[src/rtl/bp_me_wormhole_chan_mux_if.sv]
// rtl/bp_me_wormhole_chan_mux_if.sv - tile-side and link-side channel bundle for bp_me_wormhole_chan_mux
interface bp_me_wormhole_chan_mux_if #(
   parameter int flit_width_p = 64,
   parameter int chan_p       = 3
);
   logic [chan_p-1:0][flit_width_p-1:0] tx_data_i;
   logic [chan_p-1:0]                   tx_v_i;
   logic [chan_p-1:0]                   tx_ready_and_o;
   logic [flit_width_p-1:0]             link_data_o;
   logic                                link_v_o;
   logic                                link_ready_and_i;
   logic [flit_width_p-1:0]             link_data_i;
   logic                                link_v_i;
   logic                                link_ready_and_o;
   logic [chan_p-1:0][flit_width_p-1:0] rx_data_o;
   logic [chan_p-1:0]                   rx_v_o;
   logic [chan_p-1:0]                   rx_ready_and_i;
   logic                                err_o;

   modport slave (
      input  tx_data_i, tx_v_i, link_ready_and_i, link_data_i, link_v_i, rx_ready_and_i,
      output tx_ready_and_o, link_data_o, link_v_o, link_ready_and_o, rx_data_o, rx_v_o, err_o
   );

   modport master (
      output tx_data_i, tx_v_i, link_ready_and_i, link_data_i, link_v_i, rx_ready_and_i,
      input  tx_ready_and_o, link_data_o, link_v_o, link_ready_and_o, rx_data_o, rx_v_o, err_o
   );
endinterface

[src/rtl/bp_me_wormhole_chan_mux.sv]
// rtl/bp_me_wormhole_chan_mux.sv - N-channel wormhole mux/demux onto one link; BP_ME_CHAN_MUX_TAG_CHECK_EN drops illegal-tag packets
module bp_me_wormhole_chan_mux #(
   parameter int flit_width_p  = 64,
   parameter int chan_p        = 3,
   parameter int len_width_p   = 4,
   parameter int len_offset_p  = 0,
   parameter int chan_offset_p = 8
) (
   input logic clk_i,
   input logic reset_n_i,
   bp_me_wormhole_chan_mux_if.slave bus
);
   localparam int chan_width_lp = (chan_p > 1) ? $clog2(chan_p) : 1;

   typedef logic [chan_width_lp-1:0] chan_t;
   typedef logic [len_width_p-1:0]   len_t;
   typedef enum logic {TX_IDLE, TX_BODY} tx_state_e;
   typedef enum logic {RX_IDLE, RX_BODY} rx_state_e;

   tx_state_e               tx_state;
   len_t                    tx_cnt;
   chan_t                   last_grant;
   chan_t                   tx_sel;
   chan_t                   cand;
   logic                    tx_sel_v;
   logic                    tx_can_accept;
   logic                    tx_hs;
   logic [flit_width_p-1:0] tx_flit;
   len_t                    tx_len;
   logic                    link_v_r;
   logic [flit_width_p-1:0] link_data_r;

   // Idle: first valid channel after last_grant wins; body: only the locked channel.
   always_comb begin
      tx_sel   = last_grant;
      tx_sel_v = 1'b0;
      cand     = '0;
      if (tx_state == TX_BODY) begin
         tx_sel_v = bus.tx_v_i[last_grant];
      end else begin
         for (int k = chan_p; k >= 1; k--) begin
            cand = chan_t'((int'(last_grant) + k) % chan_p);
            if (bus.tx_v_i[cand]) begin
               tx_sel   = cand;
               tx_sel_v = 1'b1;
            end
         end
      end
   end

   assign tx_can_accept = !link_v_r || bus.link_ready_and_i;
   assign tx_hs         = reset_n_i && tx_sel_v && tx_can_accept;
   assign tx_flit       = bus.tx_data_i[tx_sel];
   assign tx_len        = tx_flit[len_offset_p +: len_width_p];

   always_comb begin
      bus.tx_ready_and_o = '0;
      for (int i = 0; i < chan_p; i++) begin
         bus.tx_ready_and_o[i] = tx_hs && (tx_sel == chan_t'(i));
      end
   end

   always_ff @(posedge clk_i or negedge reset_n_i) begin
      if (!reset_n_i) begin
         tx_state    <= TX_IDLE;
         tx_cnt      <= '0;
         last_grant  <= chan_t'(chan_p - 1);
         link_v_r    <= 1'b0;
         link_data_r <= '0;
      end else begin
         if (tx_hs) begin
            link_v_r    <= 1'b1;
            link_data_r <= tx_flit;
         end else if (bus.link_ready_and_i) begin
            link_v_r <= 1'b0;
         end
         if (tx_hs) begin
            if (tx_state == TX_IDLE) begin
               last_grant <= tx_sel;
               tx_cnt     <= tx_len;
               if (tx_len != '0) tx_state <= TX_BODY;
            end else begin
               tx_cnt <= tx_cnt - len_t'(1);
               if (tx_cnt == len_t'(1)) tx_state <= TX_IDLE;
            end
         end
      end
   end

   assign bus.link_v_o    = link_v_r;
   assign bus.link_data_o = link_data_r;

   rx_state_e rx_state;
   len_t      rx_cnt;
   chan_t     rx_route;
   logic      rx_drop;
   chan_t     hdr_tag;
   chan_t     hdr_route;
   logic      hdr_bad;
   len_t      hdr_len;
   chan_t     route_cur;
   logic      drop_cur;
   logic      rx_link_ready;
   logic      rx_hs;

   assign hdr_tag = bus.link_data_i[chan_offset_p +: chan_width_lp];
   assign hdr_len = bus.link_data_i[len_offset_p +: len_width_p];

   always_comb begin
`ifdef BP_ME_CHAN_MUX_TAG_CHECK_EN
      hdr_bad   = (int'(hdr_tag) >= chan_p);
      hdr_route = hdr_bad ? '0 : hdr_tag;
`else
      hdr_bad   = 1'b0;
      hdr_route = chan_t'(int'(hdr_tag) % chan_p);
`endif
   end

   assign route_cur     = (rx_state == RX_IDLE) ? hdr_route : rx_route;
   assign drop_cur      = (rx_state == RX_IDLE) ? hdr_bad : rx_drop;
   assign rx_link_ready = reset_n_i && (drop_cur || bus.rx_ready_and_i[route_cur]);
   assign rx_hs         = bus.link_v_i && rx_link_ready;

   assign bus.link_ready_and_o = rx_link_ready;
   assign bus.rx_data_o        = {chan_p{bus.link_data_i}};

   always_comb begin
      bus.rx_v_o = '0;
      for (int i = 0; i < chan_p; i++) begin
         bus.rx_v_o[i] = reset_n_i && bus.link_v_i && !drop_cur && (route_cur == chan_t'(i));
      end
   end

   always_ff @(posedge clk_i or negedge reset_n_i) begin
      if (!reset_n_i) begin
         rx_state <= RX_IDLE;
         rx_cnt   <= '0;
         rx_route <= '0;
         rx_drop  <= 1'b0;
      end else if (rx_hs) begin
         if (rx_state == RX_IDLE) begin
            rx_route <= hdr_route;
            rx_drop  <= hdr_bad;
            rx_cnt   <= hdr_len;
            if (hdr_len != '0) rx_state <= RX_BODY;
         end else begin
            rx_cnt <= rx_cnt - len_t'(1);
            if (rx_cnt == len_t'(1)) rx_state <= RX_IDLE;
         end
      end
   end

`ifdef BP_ME_CHAN_MUX_TAG_CHECK_EN
   logic err_r;

   always_ff @(posedge clk_i or negedge reset_n_i) begin
      if (!reset_n_i) begin
         err_r <= 1'b0;
      end else if (rx_hs && (rx_state == RX_IDLE) && hdr_bad) begin
         err_r <= 1'b1;
      end
   end

   assign bus.err_o = err_r;
`else
   assign bus.err_o = 1'b0;
`endif
endmodule

[src/flat_wrapper.sv]
// flat-port wrapper written by rule: the top's interface ports become plain ports
module bp_me_wormhole_chan_mux_flat 
#(
   parameter int flit_width_p  = 64,
   parameter int chan_p        = 3,
   parameter int len_width_p   = 4,
   parameter int len_offset_p  = 0,
   parameter int chan_offset_p = 8
)
  (clk_i, reset_n_i, bus_tx_data_i, bus_tx_v_i, bus_link_ready_and_i, bus_link_data_i, bus_link_v_i, bus_rx_ready_and_i, bus_tx_ready_and_o, bus_link_data_o, bus_link_v_o, bus_link_ready_and_o, bus_rx_data_o, bus_rx_v_o, bus_err_o);
  bp_me_wormhole_chan_mux_if #(.flit_width_p(flit_width_p), .chan_p(chan_p)) bus_i ();
  input logic clk_i;
  input logic reset_n_i;
  input wire logic [$bits(bus_i.tx_data_i)-1:0] bus_tx_data_i;
  input wire logic [$bits(bus_i.tx_v_i)-1:0] bus_tx_v_i;
  input wire logic [$bits(bus_i.link_ready_and_i)-1:0] bus_link_ready_and_i;
  input wire logic [$bits(bus_i.link_data_i)-1:0] bus_link_data_i;
  input wire logic [$bits(bus_i.link_v_i)-1:0] bus_link_v_i;
  input wire logic [$bits(bus_i.rx_ready_and_i)-1:0] bus_rx_ready_and_i;
  output wire logic [$bits(bus_i.tx_ready_and_o)-1:0] bus_tx_ready_and_o;
  output wire logic [$bits(bus_i.link_data_o)-1:0] bus_link_data_o;
  output wire logic [$bits(bus_i.link_v_o)-1:0] bus_link_v_o;
  output wire logic [$bits(bus_i.link_ready_and_o)-1:0] bus_link_ready_and_o;
  output wire logic [$bits(bus_i.rx_data_o)-1:0] bus_rx_data_o;
  output wire logic [$bits(bus_i.rx_v_o)-1:0] bus_rx_v_o;
  output wire logic [$bits(bus_i.err_o)-1:0] bus_err_o;
  assign bus_i.tx_data_i = bus_tx_data_i;
  assign bus_i.tx_v_i = bus_tx_v_i;
  assign bus_i.link_ready_and_i = bus_link_ready_and_i;
  assign bus_i.link_data_i = bus_link_data_i;
  assign bus_i.link_v_i = bus_link_v_i;
  assign bus_i.rx_ready_and_i = bus_rx_ready_and_i;
  assign bus_tx_ready_and_o = bus_i.tx_ready_and_o;
  assign bus_link_data_o = bus_i.link_data_o;
  assign bus_link_v_o = bus_i.link_v_o;
  assign bus_link_ready_and_o = bus_i.link_ready_and_o;
  assign bus_rx_data_o = bus_i.rx_data_o;
  assign bus_rx_v_o = bus_i.rx_v_o;
  assign bus_err_o = bus_i.err_o;
  bp_me_wormhole_chan_mux #(.flit_width_p(flit_width_p), .chan_p(chan_p), .len_width_p(len_width_p), .len_offset_p(len_offset_p), .chan_offset_p(chan_offset_p)) u_core (.clk_i(clk_i), .reset_n_i(reset_n_i), .bus(bus_i));
endmodule
[config.mk]
export PLATFORM = sky130hd
export DESIGN_NAME = bp_me_wormhole_chan_mux_flat
export DESIGN_NICKNAME = d
export VERILOG_FILES = /design/src/rtl/bp_me_wormhole_chan_mux_if.sv /design/src/rtl/bp_me_wormhole_chan_mux.sv /design/src/flat_wrapper.sv
export SDC_FILE = /design/constraint.sdc
export NUM_CORES = 1
export LEC_CHECK = 0
export CORE_AREA = 5 5 203 205
export DETAILED_ROUTE_END_ITERATION = 12
export DIE_AREA = 0 0 208 210
export HOLD_SLACK_MARGIN = 0.12
export SYNTH_ARGS = -nofsm -noshare
export SYNTH_HDL_FRONTEND = slang
export SYNTH_SLANG_ARGS = --single-unit
export TNS_END_PERCENT = 50
[constraint.sdc]
create_clock -name clk_i -period 2.7 [get_ports clk_i]
set_clock_uncertainty 0.05 [all_clocks]
set_input_delay 0.54 -clock clk_i [delete_from_list [all_inputs] [get_ports clk_i]]
set_output_delay 0.54 -clock clk_i [all_outputs]
set_load 0.05 [all_outputs]
* Yosys cells after proc, flatten, opt, wreduce, memory -nomap -nowiden
Cells that the tools add are included.
Word-level totals: bits in registers 80, word-level logic and storage cells 85, output and inout bits 265, input port bits 266
Operators by class: reduce and logical (&&, ||, !) cells 22, equality and inequality tests 6, div/mod/pow operators 4, multiplexer cells 32, add/subtract/negate cells 5, bitwise logic cells 1, magnitude comparators 6
Operators by type and width (count):
- binary-select mux 64 bit (select 2 bit) | 1
- modulo 32 x 3 -> 32 bit, second input constant | 3
- 2-to-1 mux 64 bit | 1
- modulo 3 x 3 -> 32 bit, second input constant | 1
- less-than comparator 2 x 3 -> 1 bit, second input constant | 6
- 2-to-1 mux 1 bit | 18
- logical AND 1 bit | 12
- binary-select mux 1 bit (select 2 bit) | 5
- 2-to-1 mux 2 bit | 5
- equality test 4 x 1 -> 1 bit, second input constant | 2
- 2-to-1 mux 4 bit | 2
- nonzero test 4 bit | 2
- subtractor 4 x 1 -> 4 bit, second input constant | 2
- adder 2 x 2 -> 3 bit, second input constant | 2
- equality test 2 x 1 -> 1 bit, second input constant | 2
- equality test 2 bit, second input constant | 2
- logical NOT 2 bit | 2
- adder 2 x 1 -> 3 bit, second input constant | 1
- logical NOT 1 bit | 2
- logical OR 1 bit | 2
- AND reduction 2 bit | 1
- nonzero test 2 bit | 1
- NOT 1 bit | 1

* Logic depth before layout (Yosys ltp)
Gate-level depths: netlist (run 1).
depth in word-level cells 13, mapped depth 13, depth with buffers taken out 10

* Least setup slack after synthesis (run 1)
No wires, ideal clock.
kind register to output, from register u_core.last_grant[0], to output bus_tx_ready_and_o[1], buffers on the path 3, stages on the path, launching flop included 11, arrival time 3266 ps, data required time 2110 ps, path slack -1156 ps, path through dfrtp_1 > inv_1 > ha_1 > buf_6 > nor2b_1 > o31a_1 > o21a_1 > a21o_4 > clkbuf_4 > buf_2 > nor3b_1
Between the ends: cells in the longest elaborated chain, start to end 11, elaborated cells on any way between the ends 26, classes of those cells add/sub: 3; div: 3; eq/ne: 1; mux: 16; reduce/logical: 3
Ends and longest elaborated chain:
- from (decl) | line bp_me_wormhole_chan_mux.sv:22 | chan_t last_grant;
- from (signal assigned) | line bp_me_wormhole_chan_mux.sv:67 | last_grant <= chan_t'(chan_p - 1);
- from (signal assigned) | line bp_me_wormhole_chan_mux.sv:79 | last_grant <= tx_sel;
- adder 2 x 2 -> 3 bit | line bp_me_wormhole_chan_mux.sv:42 | cand = chan_t'((int'(last_grant) + k) % chan_p);
- modulo 32 x 3 -> 32 bit | line bp_me_wormhole_chan_mux.sv:42
- binary-select mux 1 bit (select 2 bit) | line bp_me_wormhole_chan_mux.sv:43 | if (bus.tx_v_i[cand]) begin
- 2-to-1 mux 1 bit (not written as such) | line bp_me_wormhole_chan_mux.sv:43
- 2-to-1 mux 1 bit (3 in series) | line bp_me_wormhole_chan_mux.sv:43
- 2-to-1 mux 1 bit | line bp_me_wormhole_chan_mux.sv:38 | if (tx_state == TX_BODY) begin
- logical AND 1 bit (2 in series) | line bp_me_wormhole_chan_mux.sv:52 | assign tx_hs = reset_n_i && tx_sel_v && tx_can_accept;
- logical AND 1 bit (*) | line bp_me_wormhole_chan_mux.sv:59 | bus.tx_ready_and_o[i] = tx_hs && (tx_sel == chan_t'(i));
- to (decl) | line flat_wrapper.sv:20 | output wire logic [$bits(bus_i.tx_ready_and_o)-1:0] bus_tx_ready_and_o;
Every way passes the cells marked *; elsewhere a longest branch is shown, timed or not. The select of a mux whose other input is x is not followed.

* Final worst setup path (run 1)
from register u_core.last_grant[1], to output bus_tx_ready_and_o[1]
Same word-level chain as after synthesis.

==> results.md, run 1 <==
- Post-DP HPWL: 18400 um
- Fillers: 4235
- Layout Utilization: 25.0%
- Yosys top cell by area: dfrtp_1
- Worst setup SP type: flip-flop
- Hold Path Class: in -> async
- Crit Path Class: reg -> out
- Tightest Pin Transition: 0.612 ns
- Die area: 43700 um^2
- Site row count: 73
- Synthesis-to-layout area growth: 47.6%
- DRC viols: 0
- Cell count after synthesis: 775
- Synth Flop Type: dfrtp_1
- Total CTS buffers: 9
- First-pass GRT wire length: 36200 um
- Final Max Slew Viols: 0
- Diodes inserted: 0
- Share of layout cells above drive strength 1: 18.7%
- TritonCTS clock tree: built
- Placement Setup Slack: -0.439 ns
- Unrepaired setup endpoints after global routing: true
- Distinct cells, synth: 57
- Post-route ant nets: 0
- Number of maximum-capacitance violations: 0
- Die height: 210 um
- Htree depth: 3
- Slew Limit Headroom: 59.1%
- Crit end category: primary output
- Top cell type's share of synthesized area: 29.7%
- Worst EP required: 2.11 ns
- I/O Buffers: 297
- First-pass DRT Iterations: 4
- Via density: 3.91
- Gp weighted congestion: 0.854
- FF+latch count, synth: 80
- Fin crit share: 118%
- Final instance area: 9810 um^2
- # hold bufs at CTS: 0
- EDFF count, synth: 0
- Clk root buf: clkbuf_16
- I/O Pins: 531
- Synth Cell Area: 6650 um^2
- Mean Syn Cell Area: 8.57 um^2
- Net count after synthesis: 1049
- Number of global-route vias before repair: 6253
- Clock buffer depth: 2
- Layout Nets: 1206
- Failing checks: negative setup slack
- Die width: 208 um
- Top cells by area, synth: dfrtp_1 (30%), buf_4 (23%), mux2i_1 (11%)
- Peak VDD IR: 0.651 mV
- Minimum clock period: 3.19 ns
- Critical Path AT: 2.60 ns
- Pwr Total: 12900 uW
- Clock Latency Late Sink: 0.36 ns
- Reg2Reg Depth: 15
- Final wirelength: 24100 um
- Drt initial violations: 194
- Initial antenna violation count: 1
- Most common cell in the synthesized netlist: buf_4
- CP Max Fanout: 4
- Vias after detailed routing: 5713
- Status: complete, but fails checks
- Max Freq: 313 MHz
- GRT Overall Usage: 10.8%
- Final setup fails: 72
- WL/cell: 16.5 um
- FFs w/ async S/R, synth: 100%
- Initial Utilization: 16.9%
- Post-Place Cell Area: 8990 um^2
- Final hold vios: 0
- Power per Cell Area: 1320 nW/um^2
- Leak: 0.00409 uW
- Largest net degree at the start of global routing: 55
- Yosys warns: 0
- Total core area: 39300 um^2
- Post-synthesis sequential area ratio: 30.1%
- GR Overflow Total: 0
- TritonCTS sink count: 80
- Commonest cells post-synth: buf_4 (200), nor2_1 (131), a21oi_1 (125), dfrtp_1 (79), mux2i_1 (70)
- PnR worst setup slack: -0.494 ns
- Reg clk slew, reported paths: 0.07 ns
-- per-stage QoR --
stage	hold slack [ns]	instances	TNS (ns)
CTS	0.217	1458	-14.81
floorplan	0.194	775	-1.02
global placement	0.427	1423	-23.49
finish	0.213	1461	-17.32
detailed placement	0.456	1423	-25.48
global route	0.236	1461	-26.21
-- placed cells by master (no fill, tap or decap), types with 5 or more instances in the layout --
cell	n
clkdlybuf4s50_1	271
nor2_1	131
a21oi_1	121
dfrtp_1	78
buf_4	75
mux2i_1	65
nand2_1	16
buf_12	13
o21ai_0	12
buf_6	12
inv_1	11
clkbuf_16	9
nand3_1	6
o21ai_1	5
o21ai_2	5
a21oi_2	5
ha_1	5
buf_16	5
buf_8	5
-- where the power goes --
| part | switching (uW) | internal, uW | leakage, uW |
|---|---|---|---|
| sequential | 409 | 1790 | 0.000908 |
| clock | 539 | 737 | 0.000139 |
| combinational | 5150 | 4270 | 0.00304 |
-- state kept, by name, indices dropped and copies added, names as in the netlist --
| signal | cells |
|---|---|
| u_core.rx_drop | 1 |
| u_core.tx_state | 1 |
| u_core.tx_cnt | 4 |
| u_core.rx_state | 1 |
| u_core.rx_route | 2 |
| u_core.bus.link_data_o | 64 |
| u_core.last_grant | 2 |
| u_core.bus.link_v_o | 1 |
| u_core.rx_cnt | 4 |
-- repair_timing --
item,CTS,global route
pin swaps,62,12
buffers inserted,18,4
cloned,5,0
setup endpoints to repair,73,75
gates resized for setup,53,7
-- final timing paths --
kind,startpoint,to,slack [ns]
min reg2reg,u_core.rx_route[1],u_core.rx_route[1],0.47
min,reset_n_i,u_core.bus.link_data_o[17],0.21
max,u_core.last_grant[1],bus_tx_ready_and_o[1],-0.49
min in group clk_i,u_core.rx_route[1],u_core.rx_route[1],0.47
max reg2reg,u_core.last_grant[1],u_core.bus.link_data_o[57],-0.36
max in group asynchronous,reset_n_i,u_core.last_grant[1],1.69
-- critical path: stages, from the launching register on --
cell      delay, ns
dfstp_2        0.55
buf_6          0.11
ha_4           0.14
mux2_4         0.32
mux2i_4        0.19
o221a_1        0.22
nand2b_1       0.11
and2_4         0.16
mux2i_4        0.07
nor3b_4        0.19
buf_6          0.18
-- cell type report --
cell class	instances	area [um^2]	share of cell area [%]
inverters	13	48.8	0.497
well taps	525	657	6.70
clock buffers	12	246	2.51
repair buffers	382	3920	39.9
multi-input cells	446	2900	29.5
flip-flops and latches	80	2000	20.4
clock inverters	3	42.5	0.434
-- logic make-up after synthesis --
family	share of synthesized area, %
buffers and inverters	29.2
and+or+nand+nor	12.0
AOI/OAI and AO/OA	14.9
DFF	30.1
muxes	12.2
adders and majority gates	1.51
other	0.0564
-- metal layers --
| layer | routed length, um | track usage (%) | vias up |
|---|---|---|---|
| met2 | 11000 | 17.4 | 332 |
| met4 | 1810 | 8.18 | 2 |
| met5 | 13 | 0 | - |
| met3 | 2510 | 4.78 | 97 |
| li1 | - | - | 2724 |
| met1 | 8780 | 11.0 | 2558 |
Power figures use the tool's default switching activity.
==> run 2, diff against run 1 <==
--- a/config.mk
+++ b/config.mk
@@ -8,7 +8,8 @@
 export CORE_AREA = 5 5 203 205
 export DETAILED_ROUTE_END_ITERATION = 12
 export DIE_AREA = 0 0 208 210
-export HOLD_SLACK_MARGIN = 0.12
+export HOLD_SLACK_MARGIN = 0.08
+export PLACE_DENSITY = 0.61
 export SYNTH_ARGS = -nofsm -noshare
 export SYNTH_HDL_FRONTEND = slang
 export SYNTH_SLANG_ARGS = --single-unit
==> run 2 against run 1 <==
Effect of this change: the run still ends with negative setup slack left; core utilization rose by 0.62 points; cell area rose by 2.5%; hold slack improved by 0.12 ns; maximum frequency fell by 1.2%; first-iteration DRC count did not move; largest cell class unchanged.
==> results.md, run 2 (synthesized netlist as in run 1, its figures left out) <==
- Fin crit share: 120% (+1.4 points)
- WL/cell: 16.8 um (+1.7%)
- Worst EP required: 2.11 ns (about the same)
- CP max-delay cell: dfstp_2
- Vias after detailed routing: 5706 (-0.12%)
- Pwr Total: 13300 uW (+3.3%)
- Layout Nets: 1207 (+0.083%)
- Crit Path Class: reg -> out
- Slew Limit Headroom: 58.1% (-0.98 points)
- Die height: 210 um (unchanged)
- Final setup fails: 72 (unchanged)
- TritonCTS sink count: 80 (unchanged)
- TritonCTS clock tree: built
- Post-Layout Cell Count: 1464 (+0.21%)
- Most frequent CP cell: mux2i_4
- Minimum clock period: 3.23 ns (+0.0373 ns)
- CP Max Fanout: 4 (unchanged)
- I/O Pins: 531 (unchanged)
- Met3 usage: 5.39% (+0.61 points)
- PnR worst setup slack: -0.531 ns (-0.0373 ns)
- Largest net degree at the start of global routing: 55 (unchanged)
- First-pass DRT Iterations: 4 (unchanged)
- Max Freq: 309 MHz (-1.2%)
- Die width: 208 um (unchanged)
- GRT Overall Usage: 10.8% (about the same)
- Layout Utilization: 25.6% (+0.62 points)
- Crit end category: primary output
- Reg2reg setup slack: -0.43 ns (-0.07 ns)
- Die area: 43700 um^2 (unchanged)
- Met1 Usage GRT: 10.9% (-0.11 points)
- Synthesis-to-layout area growth: 51.3%
- Leading cell type in the layout, fill and taps excluded: clkdlybuf4s50_1
- Most frequent cells in the layout: clkdlybuf4s50_1 (271), nor2_1 (125), a21oi_1 (109)
- Final Max Slew Viols: 0 (unchanged)
- I/O Buffers: 297 (unchanged)
- Reg-to-reg endpoint: u_core.tx_state
- Gp weighted congestion: 0.839 (-1.9%)
- First-pass GRT wire length: 36000 um (-0.69%)
- Unrepaired setup endpoints after global routing: true
- End of the critical path: bus_tx_ready_and_o[1]
- Clk root buf: clkbuf_16
- Tightest Pin Transition: 0.627 ns (+0.0146 ns)
- Post-DP HPWL: 18200 um (-0.77%)
- Site row count: 73 (unchanged)
- GR Overflow Total: 0 (unchanged)
- Status: complete, but fails checks
- # hold bufs at CTS: 0 (unchanged)
- Clock buffer depth: 2 (unchanged)
- Cell Chain, Critical Path: buf_6, ha_4, mux2_4, mux2i_4, o221a_1, nand2b_4, and2_4, mux2i_4, nor3b_4, buf_12
- Via density: 3.90 (-0.33%)
- Critical Path AT: 2.64 ns (+0.04 ns)
- Peak VDD IR: 0.621 mV (-4.7%)
- Reg2reg start: u_core.last_grant[1]
- Drt initial violations: 194 (unchanged)
- Leak: 0.00409 uW (+0.13%)
- Failing checks: negative setup slack
- Max FFs per register: 64 (unchanged)
- DRC viols: 0 (unchanged)
- Most used routing layer: met2
- Power per Cell Area: 1330 nW/um^2 (+0.78%)
- Initial antenna violation count: 1 (unchanged)
- Met2 Use GR: 17.8% (+0.46 points)
- Worst setup SP type: flip-flop
- Hold Slack: 0.335 ns (+0.122 ns)
- Worst stage delay on the critical path: 0.57 ns (+0.02 ns)
- Post-route ant nets: 0 (unchanged)
- Initial Utilization: 16.9% (unchanged)
- Clock Latency Late Sink: 0.36 ns (about the same)
- Final hold vios: 0 (unchanged)
- Total CTS buffers: 9 (unchanged)
- Htree depth: 3 (unchanged)
- Hold Path Class: in -> async
- Final wirelength: 24500 um (+1.9%)
- Critical path launch point: u_core.last_grant[1]
- Number of global-route vias before repair: 6110 (-2.3%)
- Placed cell count: 1414 (-0.63%)
- Share of layout cells above drive strength 1: 21.4% (+2.7 points)
- Number of maximum-capacitance violations: 0 (unchanged)
- Reg2Reg Depth: 17 (+2)
- Total core area: 39300 um^2 (unchanged)
- Reg clk slew, reported paths: 0.06 ns (about the same)
[run 2: cell count changes in the layout (fill, tap and decap cells not counted), moves of 3 or more]
| cell | change |
|---|---|
| nor2_1 | -6 |
| o21ai_2 | -4 |
| mux2i_1 | -7 |
| nor2_2 | +6 |
| o21ai_4 | +3 |
| a21oi_2 | +11 |
| a21oi_1 | -12 |
| clkbuf_1 | +3 |
| buf_8 | -3 |
| buf_12 | +10 |
| mux2i_4 | +7 |
[run 2: repair_timing]
action	4_1_cts	5_1_grt
setup endpoints to repair	74	76
pin swaps	39	49
resized for setup	52	65
buffers inserted	21	16
cloned	6	1
[run 2: layout make-up]
class | instances | area (um^2)
inverter | 13 | 52.6
clock inverter | 1 | 5.00
multi-input combinational | 446 | 3100
fill | 4233 | 29200
tap | 525 | 657
timing repair buffer | 383 | 3970
clock buffer | 15 | 258
sequential | 80 | 2000
antenna | 1 | 2.50
[run 2: per-stage QoR]
stage | area, um^2 | setup WS, ns | TNS, ns
6_report | 10100 | -0.531 | -20.97
5_1_grt | 10100 | -0.655 | -31.45
4_1_cts | 9770 | -0.593 | -26.01
3_5_place_dp | 8950 | -0.653 | -27.06
3_3_place_gp | 8950 | -0.598 | -24.88
2_1_floorplan | 6690 | -0.373 | -1.02
[run 2: worst min path at each step]
stage | from | endpoint | slack (ns) | cells past startpoint
after floorplan | reset_n_i | u_core.bus.link_data_o[0] | 0.19 | 0
after global placement | u_core.bus.link_data_o[3] | u_core.bus.link_data_o[3] | 0.44 | 1
after detailed placement | u_core.bus.link_data_o[3] | u_core.bus.link_data_o[3] | 0.44 | 1
after CTS | reset_n_i | u_core.bus.link_data_o[3] | 0.36 | 2
after global routing | reset_n_i | u_core.bus.link_data_o[0] | 0.37 | 2
final | reset_n_i | u_core.tx_cnt[1] | 0.33 | 2
[run 2: report_power, final]
group | internal [uW] | total, uW | switching [uW]
logic | 4520 | 9960 | 5440
clock network | 650 | 1170 | 524
registers | 1800 | 2190 | 398
total | 6960 | 13300 | 6360
[run 2: worst max-delay path: cells and delay by family, from the launching register on]
family	cells	cell delay [ns]
AO/OA/AOI/OAI	1	0.23
adder cells (fa/ha/maj)	1	0.14
buffers and inverters	2	0.27
flip-flops	1	0.57
multiplexers	3	0.55
AND/OR/NAND/NOR	3	0.51
[run 2: routing by layer]
layer / share of wire [%] / vias to the layer above
li1: - / 2721
met4: 5.6 / 0
met5: 0 / -
met1: 36 / 2588
met3: 10 / 89
met2: 48 / 308
